File: src/rtl/axi_lite_mem_arbiter.sv
// axi_lite_mem_arbiter: 2:1 AXI4-Lite arbiter, one transaction in flight.
// Define ARB_ROUND_ROBIN_EN for round-robin ties; default is fixed S1 priority.
`ifndef AXI_ADDR_WIDTH
`define AXI_ADDR_WIDTH 32
`endif
`ifndef AXI_DATA_WIDTH
`define AXI_DATA_WIDTH 32
`endif

module axi_lite_mem_arbiter #(
  parameter int ADDR_WIDTH = `AXI_ADDR_WIDTH,
  parameter int DATA_WIDTH = `AXI_DATA_WIDTH,
  localparam int STRB_WIDTH = DATA_WIDTH / 8
) (
  input  logic                  CLK,
  input  logic                  RSTn,
  // S0: instruction fetch
  input  logic [ADDR_WIDTH-1:0] S0_AXI_AWADDR,
  input  logic [2:0]            S0_AXI_AWPROT,
  input  logic                  S0_AXI_AWVALID,
  output logic                  S0_AXI_AWREADY,
  input  logic [DATA_WIDTH-1:0] S0_AXI_WDATA,
  input  logic [STRB_WIDTH-1:0] S0_AXI_WSTRB,
  input  logic                  S0_AXI_WVALID,
  output logic                  S0_AXI_WREADY,
  output logic [1:0]            S0_AXI_BRESP,
  output logic                  S0_AXI_BVALID,
  input  logic                  S0_AXI_BREADY,
  input  logic [ADDR_WIDTH-1:0] S0_AXI_ARADDR,
  input  logic [2:0]            S0_AXI_ARPROT,
  input  logic                  S0_AXI_ARVALID,
  output logic                  S0_AXI_ARREADY,
  output logic [DATA_WIDTH-1:0] S0_AXI_RDATA,
  output logic [1:0]            S0_AXI_RRESP,
  output logic                  S0_AXI_RVALID,
  input  logic                  S0_AXI_RREADY,
  // S1: load/store
  input  logic [ADDR_WIDTH-1:0] S1_AXI_AWADDR,
  input  logic [2:0]            S1_AXI_AWPROT,
  input  logic                  S1_AXI_AWVALID,
  output logic                  S1_AXI_AWREADY,
  input  logic [DATA_WIDTH-1:0] S1_AXI_WDATA,
  input  logic [STRB_WIDTH-1:0] S1_AXI_WSTRB,
  input  logic                  S1_AXI_WVALID,
  output logic                  S1_AXI_WREADY,
  output logic [1:0]            S1_AXI_BRESP,
  output logic                  S1_AXI_BVALID,
  input  logic                  S1_AXI_BREADY,
  input  logic [ADDR_WIDTH-1:0] S1_AXI_ARADDR,
  input  logic [2:0]            S1_AXI_ARPROT,
  input  logic                  S1_AXI_ARVALID,
  output logic                  S1_AXI_ARREADY,
  output logic [DATA_WIDTH-1:0] S1_AXI_RDATA,
  output logic [1:0]            S1_AXI_RRESP,
  output logic                  S1_AXI_RVALID,
  input  logic                  S1_AXI_RREADY,
  // M: shared memory slave
  output logic [ADDR_WIDTH-1:0] M_AXI_AWADDR,
  output logic [2:0]            M_AXI_AWPROT,
  output logic                  M_AXI_AWVALID,
  input  logic                  M_AXI_AWREADY,
  output logic [DATA_WIDTH-1:0] M_AXI_WDATA,
  output logic [STRB_WIDTH-1:0] M_AXI_WSTRB,
  output logic                  M_AXI_WVALID,
  input  logic                  M_AXI_WREADY,
  input  logic [1:0]            M_AXI_BRESP,
  input  logic                  M_AXI_BVALID,
  output logic                  M_AXI_BREADY,
  output logic [ADDR_WIDTH-1:0] M_AXI_ARADDR,
  output logic [2:0]            M_AXI_ARPROT,
  output logic                  M_AXI_ARVALID,
  input  logic                  M_AXI_ARREADY,
  input  logic [DATA_WIDTH-1:0] M_AXI_RDATA,
  input  logic [1:0]            M_AXI_RRESP,
  input  logic                  M_AXI_RVALID,
  output logic                  M_AXI_RREADY,
  output logic [1:0]            grant_o,
  output logic                  busy_o
);

  typedef enum logic [2:0] {
    IDLE,
    RD_ADDR,
    RD_DATA,
    WR_ADDR,
    WR_RESP
  } state_e;

  state_e     state_q, state_d;
  logic [1:0] grant_q, grant_d;
  logic       busy_q, busy_d;
  logic       aw_done_q, aw_done_d;
  logic       w_done_q, w_done_d;
`ifdef ARB_ROUND_ROBIN_EN
  logic       last_q, last_d;
`endif

  logic req0, req1, pick1, sel1;
  logic ar_hs, r_hs, aw_hs, w_hs, b_hs;

  logic [ADDR_WIDTH-1:0] s_awaddr, s_araddr;
  logic [2:0]            s_awprot, s_arprot;
  logic [DATA_WIDTH-1:0] s_wdata;
  logic [STRB_WIDTH-1:0] s_wstrb;
  logic s_awvalid, s_wvalid, s_bready;
  logic s_arvalid, s_rready;

  logic                  r_arready, r_rvalid;
  logic                  r_awready, r_wready, r_bvalid;
  logic [DATA_WIDTH-1:0] r_rdata;
  logic [1:0]            r_rresp, r_bresp;

  assign req0 = S0_AXI_ARVALID | S0_AXI_AWVALID;
  assign req1 = S1_AXI_ARVALID | S1_AXI_AWVALID;

`ifdef ARB_ROUND_ROBIN_EN
  assign pick1 = req1 & (~req0 | ~last_q);
`else
  assign pick1 = req1;
`endif

  assign sel1      = grant_q[1];
  assign s_awaddr  = sel1 ? S1_AXI_AWADDR  : S0_AXI_AWADDR;
  assign s_awprot  = sel1 ? S1_AXI_AWPROT  : S0_AXI_AWPROT;
  assign s_awvalid = sel1 ? S1_AXI_AWVALID : S0_AXI_AWVALID;
  assign s_wdata   = sel1 ? S1_AXI_WDATA   : S0_AXI_WDATA;
  assign s_wstrb   = sel1 ? S1_AXI_WSTRB   : S0_AXI_WSTRB;
  assign s_wvalid  = sel1 ? S1_AXI_WVALID  : S0_AXI_WVALID;
  assign s_bready  = sel1 ? S1_AXI_BREADY  : S0_AXI_BREADY;
  assign s_araddr  = sel1 ? S1_AXI_ARADDR  : S0_AXI_ARADDR;
  assign s_arprot  = sel1 ? S1_AXI_ARPROT  : S0_AXI_ARPROT;
  assign s_arvalid = sel1 ? S1_AXI_ARVALID : S0_AXI_ARVALID;
  assign s_rready  = sel1 ? S1_AXI_RREADY  : S0_AXI_RREADY;

  // Channel routing: purely combinational from registered state/grant
  always_comb begin
    M_AXI_AWADDR  = '0;
    M_AXI_AWPROT  = '0;
    M_AXI_AWVALID = 1'b0;
    M_AXI_WDATA   = '0;
    M_AXI_WSTRB   = '0;
    M_AXI_WVALID  = 1'b0;
    M_AXI_BREADY  = 1'b0;
    M_AXI_ARADDR  = '0;
    M_AXI_ARPROT  = '0;
    M_AXI_ARVALID = 1'b0;
    M_AXI_RREADY  = 1'b0;
    r_arready     = 1'b0;
    r_rvalid      = 1'b0;
    r_rdata       = '0;
    r_rresp       = '0;
    r_awready     = 1'b0;
    r_wready      = 1'b0;
    r_bvalid      = 1'b0;
    r_bresp       = '0;
    unique case (state_q)
      RD_ADDR: begin
        M_AXI_ARADDR  = s_araddr;
        M_AXI_ARPROT  = s_arprot;
        M_AXI_ARVALID = s_arvalid;
        r_arready     = M_AXI_ARREADY;
      end
      RD_DATA: begin
        M_AXI_RREADY = s_rready;
        r_rvalid     = M_AXI_RVALID;
        r_rdata      = M_AXI_RDATA;
        r_rresp      = M_AXI_RRESP;
      end
      WR_ADDR: begin
        M_AXI_AWADDR  = s_awaddr;
        M_AXI_AWPROT  = s_awprot;
        M_AXI_AWVALID = s_awvalid & ~aw_done_q;
        r_awready     = M_AXI_AWREADY & ~aw_done_q;
        M_AXI_WDATA   = s_wdata;
        M_AXI_WSTRB   = s_wstrb;
        M_AXI_WVALID  = s_wvalid & ~w_done_q;
        r_wready      = M_AXI_WREADY & ~w_done_q;
      end
      WR_RESP: begin
        M_AXI_BREADY = s_bready;
        r_bvalid     = M_AXI_BVALID;
        r_bresp      = M_AXI_BRESP;
      end
      default: ;
    endcase
  end

  assign ar_hs = M_AXI_ARVALID & M_AXI_ARREADY;
  assign r_hs  = M_AXI_RREADY & M_AXI_RVALID;
  assign aw_hs = M_AXI_AWVALID & M_AXI_AWREADY;
  assign w_hs  = M_AXI_WVALID & M_AXI_WREADY;
  assign b_hs  = M_AXI_BREADY & M_AXI_BVALID;

  assign S0_AXI_ARREADY = grant_q[0] & r_arready;
  assign S0_AXI_RVALID  = grant_q[0] & r_rvalid;
  assign S0_AXI_RDATA   = grant_q[0] ? r_rdata : '0;
  assign S0_AXI_RRESP   = grant_q[0] ? r_rresp : '0;
  assign S0_AXI_AWREADY = grant_q[0] & r_awready;
  assign S0_AXI_WREADY  = grant_q[0] & r_wready;
  assign S0_AXI_BVALID  = grant_q[0] & r_bvalid;
  assign S0_AXI_BRESP   = grant_q[0] ? r_bresp : '0;

  assign S1_AXI_ARREADY = grant_q[1] & r_arready;
  assign S1_AXI_RVALID  = grant_q[1] & r_rvalid;
  assign S1_AXI_RDATA   = grant_q[1] ? r_rdata : '0;
  assign S1_AXI_RRESP   = grant_q[1] ? r_rresp : '0;
  assign S1_AXI_AWREADY = grant_q[1] & r_awready;
  assign S1_AXI_WREADY  = grant_q[1] & r_wready;
  assign S1_AXI_BVALID  = grant_q[1] & r_bvalid;
  assign S1_AXI_BRESP   = grant_q[1] ? r_bresp : '0;

  always_comb begin
    state_d   = state_q;
    grant_d   = grant_q;
    aw_done_d = aw_done_q;
    w_done_d  = w_done_q;
`ifdef ARB_ROUND_ROBIN_EN
    last_d    = last_q;
`endif
    unique case (state_q)
      IDLE: begin
        if (req0 | req1) begin
          grant_d = pick1 ? 2'b10 : 2'b01;
          if (pick1 ? S1_AXI_AWVALID : S0_AXI_AWVALID) begin
            state_d = WR_ADDR;
          end else begin
            state_d = RD_ADDR;
          end
`ifdef ARB_ROUND_ROBIN_EN
          // tie-break memory only moves when both ports contend
          if (req0 & req1) last_d = pick1;
`endif
        end
      end
      RD_ADDR: begin
        if (ar_hs) state_d = RD_DATA;
      end
      RD_DATA: begin
        if (r_hs) begin
          state_d = IDLE;
          grant_d = '0;
        end
      end
      WR_ADDR: begin
        aw_done_d = aw_done_q | aw_hs;
        w_done_d  = w_done_q | w_hs;
        if (aw_done_d & w_done_d) state_d = WR_RESP;
      end
      WR_RESP: begin
        if (b_hs) begin
          state_d   = IDLE;
          grant_d   = '0;
          aw_done_d = 1'b0;
          w_done_d  = 1'b0;
        end
      end
      default: begin
        state_d = IDLE;
        grant_d = '0;
      end
    endcase
    busy_d = (state_d != IDLE);
  end

  always_ff @(posedge CLK or negedge RSTn) begin
    if (!RSTn) begin
      state_q   <= IDLE;
      grant_q   <= '0;
      busy_q    <= 1'b0;
      aw_done_q <= 1'b0;
      w_done_q  <= 1'b0;
`ifdef ARB_ROUND_ROBIN_EN
      last_q    <= 1'b1;
`endif
    end else begin
      state_q   <= state_d;
      grant_q   <= grant_d;
      busy_q    <= busy_d;
      aw_done_q <= aw_done_d;
      w_done_q  <= w_done_d;
`ifdef ARB_ROUND_ROBIN_EN
      last_q    <= last_d;
`endif
    end
  end

  assign grant_o = grant_q;
  assign busy_o  = busy_q;

endmodule
File: config.mk
export PLATFORM = sky130hd
export DESIGN_NAME = axi_lite_mem_arbiter
export DESIGN_NICKNAME = d
export VERILOG_FILES = /design/src/rtl/axi_lite_mem_arbiter.sv
export SDC_FILE = /design/constraint.sdc
export NUM_CORES = 1
export LEC_CHECK = 0
export ABC_AREA = 1
export ABC_CLOCK_PERIOD_IN_PS = 1800
export CELL_PAD_IN_SITES_DETAIL_PLACEMENT = 0
export CELL_PAD_IN_SITES_GLOBAL_PLACEMENT = 2
export CORE_MARGIN = 5
export CORE_UTILIZATION = 10
export CTS_BUF_LIST = sky130_fd_sc_hd__clkbuf_16
export CTS_CLUSTER_DIAMETER = 200
export CTS_CLUSTER_SIZE = 12
export DETAILED_ROUTE_END_ITERATION = 8
export PLACE_DENSITY = 0.93
export SETUP_SLACK_MARGIN = 0.05
export SLEW_MARGIN = 5
export SYNTH_ARGS = -nofsm -noshare
export SYNTH_HDL_FRONTEND = slang
export SYNTH_SLANG_ARGS = --single-unit
File: constraint.sdc
create_clock -name CLK -period 1.8 [get_ports CLK]
set_input_delay 0.36 -clock CLK [delete_from_list [all_inputs] [get_ports CLK]]
set_output_delay 0.36 -clock CLK [all_outputs]
set_load 0.02 [all_outputs]
==> summary.md, run 1 <==
| Metric | Value |
|---|---|
| DRT iter0 DRCs | `199` |
| Worst slew pin tran | `0.5113 ns` |
| Root Driver | `clkbuf_16` |
| DP Worst Slack | `-0.4673 ns` |
| CTS tree | `yes` |
| Die Height | `188.8 um` |
| Die area | `0.03566 mm2` |
| Final ANT Viol Nets | `0` |
| Warning count from the yosys run | `0` |
| Placement row count | `65` |
| Max_cap viols | `0` |
| I/O Buffers | `460` |
| Via density | `3.818` |
| Ant. Diodes | `0` |
| Pre-Repair DR Iteration Count | `4` |
| Total negative setup slack | `-13.10 ns` |
| Clock-pin slew on the worst setup and hold paths | `0.04 ns` |
| GP Congestion | `0.8494` |
| Final Critical Period | `1.991 ns` |
| Post-synthesis sequential area ratio | `6.260%` |
| Netlist cell types | `19` |
| Mean Syn Cell Area | `4.357 um2` |
| Synthesis-to-layout area growth | `225.7%` |
| Core Util, Final | `33.01%` |
| Die X | `188.8 um` |
| Leakage dissipation | `5.433 nW` |
| PnR worst setup slack | `-0.1906 ns` |
| Post-Syn Instances | `734` |
| Slowest cell delay on critical path | `0.56 ns` |
| Via Count | `6,415` |
| RR Startpoint | `grant_o[1]` |
| CP Max Fanout | `8` |
| Outcome | `finished with violations` |
| Mapped cell area | `0.003198 mm2` |
| Num CTS Buffers | `3` |
| Hold Violations, Final | `0` |
| Arrival @ worst endpoint | `1.63 ns` |
| Final worst path period share | `110.6%` |
| Antenna violations before repair | `0` |
| Fillcell total | `3,386` |
| Register bit count reported by yosys | `8` |
| Main synth FF type | `dfrtp_1` |
| First-pass GRT wire length | `35,070 um` |
| Initial Utilization | `10.13%` |
| RSZ-0062 raised after global routing | `true` |
| CTS Buffer Depth | `2` |
| Syn Nets | `999` |
| Cell Chain, Critical Path | `buf_12, buf_6, clkbuf_16, nand2_1, nand2_1, nand2_2, inv_2, buf_6` |
| Power Total | `14.00 mW` |
| Yosys top cell by area | `nand2_1` |
| Num Clock Sinks | `8` |
| R2R cell count | `11` |
| Total grt overflow | `0` |
| FF-to-FF End | `busy_o` |
| Peak supply drop | `0.4998 mV` |
| I/O pin count | `461` |
| Flop2flop setup slack | `0.03 ns` |
| Largest net degree at the start of global routing | `35` |
| Gr usage total | `12.39%` |
| Skew-Pair Late Insertion Delay | `0.23 ns` |
| Violated checks | `setup timing` |
| Clock skew | `0.0009406 ns` |
| Final number of max-transition violations | `0` |
| Dpl cell area | `0.008967 mm2` |
| DRC errors left | `0` |
| Delay-heaviest family, CP | `buffers and inverters` |
| HPWL after detailed placement | `19,540 um` |
| Nets | `1,544` |
| Sum of buffers and inverters on the critical path | `5` |
| Slowest cell on crit path | `dfrtp_4` |
| Core area | `0.03156 mm2` |
| Power Density | `1344 mW/mm2` |
| Vias in the first global route | `6,097` |
| Fin area | `0.01042 mm2` |
| Htree depth | `1` |
| Worst Hold Class | `in2async` |
| Layout cells sized above 1 | `37.79%` |
| Critical Path RT | `1.44 ns` |
| Highest Clock Rate | `502.4 MHz` |
| Endpoint class of the critical path | `output port` |
| Synth top area share | `46.13%` |
| Synth area leaders | `nand2_1 (46%), inv_1 (15%), nor3_1 (12%)` |
| Final setup violation count | `187` |
| Routed WL | `26,720 um` |
| EDFF count, synth | `0` |
| WS Path Type | `reg2out` |
| Crit path launch type | `flip-flop` |
| DR WL/cell | `15.91 um` |
| Async set-reset flop share out of synthesis | `100.0%` |
| Max-slew headroom | `65.65%` |
==> per-layer routing <==
metal | GRT usage, % | share of wire, % | routed length [um] | vias to the layer above
li1 | - | - | - | 3264
met3 | 3.446 | 8.0 | 2125 | 16
met1 | 14.12 | 39 | 10510 | 2861
met4 | 2.494 | 1.2 | 328 | 0
met2 | 23.08 | 51 | 13760 | 274
met5 | 0 | 0 | 0 | -
==> per-stage QoR <==
| stage | hold slack, ns | std cells |
|---|---|---|
| final | 0.4144 | 1680 |
| after global routing | 0.4547 | 1680 |
| after detailed placement | 0.5787 | 1624 |
| after global placement | 0.5607 | 1624 |
| after CTS | 0.4285 | 1640 |
| after floorplan | 0.06441 | 734 |
==> flip-flops by register name (all words and copies together) (netlist names) <==
register and flops:
aw_done_q 1, busy_o 1, grant_o 2, state_q 3, w_done_q 1
==> layout by cell type, fill, tap and decap left out, types with 12 or more instances in the layout <==
cell type and count:
nor3_2 44, a21oi_2 32, nor3_4 16, buf_12 18, nor3_1 18, buf_4 136
nor2_1 15, clkbuf_16 18, nand2_2 24, buf_6 112, nand2_1 360, inv_2 12
inv_1 115, buf_2 16, clkdlybuf4s50_1 266
==> kinds of logic after synthesis <==
logic type	synth area share, %
buffers and inverters	23.71
AO/OA/AOI/OAI	7.394
flip-flops	6.260
AND/OR/NAND/NOR	62.64
==> cell usage after synthesis, types with 5 or more instances <==
cell,n
nand2_1,393
inv_1,128
nor3_1,78
a21oi_1,36
buf_2,33
nor2_1,20
buf_4,11
dfrtp_1,8
nand3_1,7
clkbuf_1,5
o21ai_0,5
==> report_power, final <==
group,leakage [nW],switching (mW),internal [mW]
Clock,0.0423,0.0919,0.290
Combinational,5.29,6.94,6.31
Sequential,0.0976,0.103,0.266
Total,5.43,7.13,6.87
==> worst max-delay path by stage <==
stage / slack (ns) / endpoint / cells after the start / from
after detailed placement: -0.47 / S0_AXI_AWREADY / 6 / M_AXI_AWREADY
after CTS: -0.30 / M_AXI_ARPROT[2] / 5 / grant_o[1]
final: -0.19 / M_AXI_WDATA[30] / 8 / grant_o[1]
after global routing: -0.23 / M_AXI_AWVALID / 8 / grant_o[1]
after global placement: -0.48 / S1_AXI_AWREADY / 6 / M_AXI_AWREADY
after floorplan: -0.05 / S1_AXI_RDATA[10] / 4 / grant_o[1]
==> repair_timing <==
item	in CTS	in global routing
buffers inserted	7	21
setup endpoints to repair	199	202
resized for setup	534	734
gates cloned	5	19
hold buffers	0	0
pin swaps	1	29
==> area by class of cell <==
type                            instances  area [um2]  share of cell area [%]
Timing Repair Buffer                  589        6110                   58.66
Multi-Input combinational cell        546        2968                   28.50
Inverter                              129       504.2                   4.841
Tap cell                              402       503.0                   4.829
Sequential cell                         8       205.2                   1.970
Clock buffer                            3       75.07                  0.7208
Timing Repair inverter                  2       46.29                  0.4445
Clock inverter                          1       3.754                 0.03604
No activity file was read; power rests on OpenSTA's default activity.
==> inputs of run 2 (changes only) <==
--- a/config.mk
+++ b/config.mk
@@ -12,9 +12,10 @@
 export CORE_MARGIN = 5
 export CORE_UTILIZATION = 10
 export CTS_BUF_LIST = sky130_fd_sc_hd__clkbuf_16
-export CTS_CLUSTER_DIAMETER = 200
+export CTS_CLUSTER_DIAMETER = 150
 export CTS_CLUSTER_SIZE = 12
 export DETAILED_ROUTE_END_ITERATION = 8
+export GPL_TIMING_DRIVEN = 0
 export PLACE_DENSITY = 0.93
 export SETUP_SLACK_MARGIN = 0.05
 export SLEW_MARGIN = 5
==> summary.md, run 2 (same netlist as run 1, synthesis figures left out) <==
| Metric | Value |
|---|---|
| Outcome | `finished with violations` |
| Switching share of power | `52.02%` |
| Flop2flop setup slack | `0.07 ns` |
| Die X | `188.8 um` |
| Core area | `0.03156 mm2` |
| HPWL after detailed placement | `21,130 um` |
| Via Count | `6,297` |
| Htree depth | `1` |
| DRT iter0 DRCs | `167` |
| First-pass GRT wire length | `36,470 um` |
| Arrival @ worst endpoint | `1.66 ns` |
| Final Critical Period | `2.023 ns` |
| Core Util, Final | `30.65%` |
| Nets | `1,512` |
| Die area | `0.03566 mm2` |
| Max_cap viols | `0` |
| RR Startpoint | `grant_o[1]` |
| Final number of max-transition violations | `0` |
| Gr usage total | `13.04%` |
| Clock power share | `3.0%` |
| CTS Buffer Depth | `2` |
| DP Worst Slack | `-0.9709 ns` |
| Leakage dissipation | `5.108 nW` |
| Final ANT Viol Nets | `0` |
| Most common cell after layout, fill and taps aside | `nand2_1` |
| Worst slew pin tran | `0.4682 ns` |
| Final setup violation count | `182` |
| Max reg flops | `3` |
| Max-slew headroom | `68.55%` |
| Final Hold Slack | `0.4315 ns` |
| Comb power frac | `94.4%` |
| CP Max Fanout | `10` |
| Footprint of the multi-input gates | `0.002794 mm2` |
| DRC errors left | `0` |
| I/O pin count | `461` |
| Clock-pin slew on the worst setup and hold paths | `0.04 ns` |
| Power Density | `1333 mW/mm2` |
| P_int | `6.186 mW` |
| PnR worst setup slack | `-0.2233 ns` |
| Root Driver | `clkbuf_16` |
| Ant. Diodes | `0` |
| Seq pwr share | `2.6%` |
| Vias in the first global route | `6,120` |
| Skew-Pair Late Insertion Delay | `0.24 ns` |
| Final std cells w/o fill | `1,647` |
| Final worst path period share | `112.4%` |
| Total grt overflow | `0` |
| Antenna violations before repair | `1` |
| Die Height | `188.8 um` |
| Routed WL | `26,600 um` |
| DR WL/cell | `16.15 um` |
| Via density | `3.823` |
| Critical Path RT | `1.44 ns` |
| FF-to-FF End | `busy_o` |
| DP Cell Count | `1,596` |
| Sw Pwr | `6.706 mW` |
| Peak supply drop | `0.5688 mV` |
| Violated checks | `setup timing` |
| CTS hold repair buffers | `0` |
| Most frequent cells in the layout | `nand2_1 (343), clkdlybuf4s50_1 (267), inv_1 (115)` |
| Endpoint class of the critical path | `output port` |
| Layout cells sized above 1 | `34.54%` |
| CTS tree | `yes` |
| WS Path Type | `reg2out` |
| Worst Hold Class | `in2async` |
| Num Clock Sinks | `8` |
| Register area | `202.7 um2` |
| Highest Clock Rate | `494.2 MHz` |
| Largest net degree at the start of global routing | `11` |
| Fillcell total | `3,482` |
| RSZ-0062 raised after global routing | `true` |
| Synthesis-to-layout area growth | `202.4%` |
| Pre-Repair DR Iteration Count | `4` |
| Clock skew | `0.006318 ns` |
| Hold Violations, Final | `0` |
| I/O Buffers | `460` |
| GP Congestion | `0.7948` |
| R2R cell count | `9` |
| Most flops, register | `state_q` |
| Num CTS Buffers | `3` |
| Initial Utilization | `10.13%` |
| Placement row count | `65` |
| Crit path launch type | `flip-flop` |
## run 2: metal layers
layer	share of wire (%)	GRT usage (%)	vias up
met3	7.8	3.779	14
li1	-	-	3202
met5	0.026	0	-
met1	39	14.43	2807
met2	53	25.18	272
met4	0.88	1.682	2
## run 2: worst max-delay path, cell delays in order (launching register included)
cell	delay, ns
dfrtp_2	0.46
clkinv_4	0.15
buf_8	0.18
buf_4	0.19
nor3_2	0.24
buf_4	0.19
## run 2: final cells by class
cell class              count  share of cell area [%]
plain buffers              51                   6.598
clock buffers               3                  0.7762
inverters                 129                   5.084
multi-input cells         547                   28.89
flip-flops and latches      8                   2.096
well taps                 402                   5.201
repair buffers            507                   51.36
## run 2: worst max-delay path by stage
stage | start | end | depth (start not counted)
after CTS | state_q[0] | S1_AXI_BVALID | 6
after detailed placement | grant_o[1] | M_AXI_ARADDR[24] | 6
after floorplan | grant_o[1] | S1_AXI_RDATA[10] | 4
after global routing | grant_o[1] | M_AXI_ARADDR[5] | 7
final | grant_o[1] | S1_AXI_RDATA[26] | 5
after global placement | grant_o[1] | M_AXI_ARADDR[24] | 6
## run 2: metrics by stage
step / TNS, ns / cell area, um2 / power [mW]
after floorplan: -1.876 / 3344 / 5.339
after global placement: -137.96 / 8452 / 9.587
after detailed placement: -138.21 / 8452 / 9.581
after CTS: -31.37 / 8802 / 10.95
after global routing: -38.81 / 9672 / 13.84
final: -20.47 / 9672 / 12.89
## run 2: power by group through the flow
stage          sequential (mW)  clock (mW)  combinational, mW
2_1_floorplan            0.353           0               4.99
3_3_place_gp             0.341           0               9.25
3_5_place_dp             0.341           0               9.24
4_1_cts                  0.342       0.394               10.2
5_1_grt                  0.357       0.397               13.1
6_report                 0.341       0.385               12.2
## run 2: timing repair
action | 4_1_cts | 5_1_grt
cloned | 3 | 13
gates resized for setup | 825 | 431
pin swaps | 1 | 37
buffers inserted | 19 | 14
setup endpoints to repair | 195 | 194
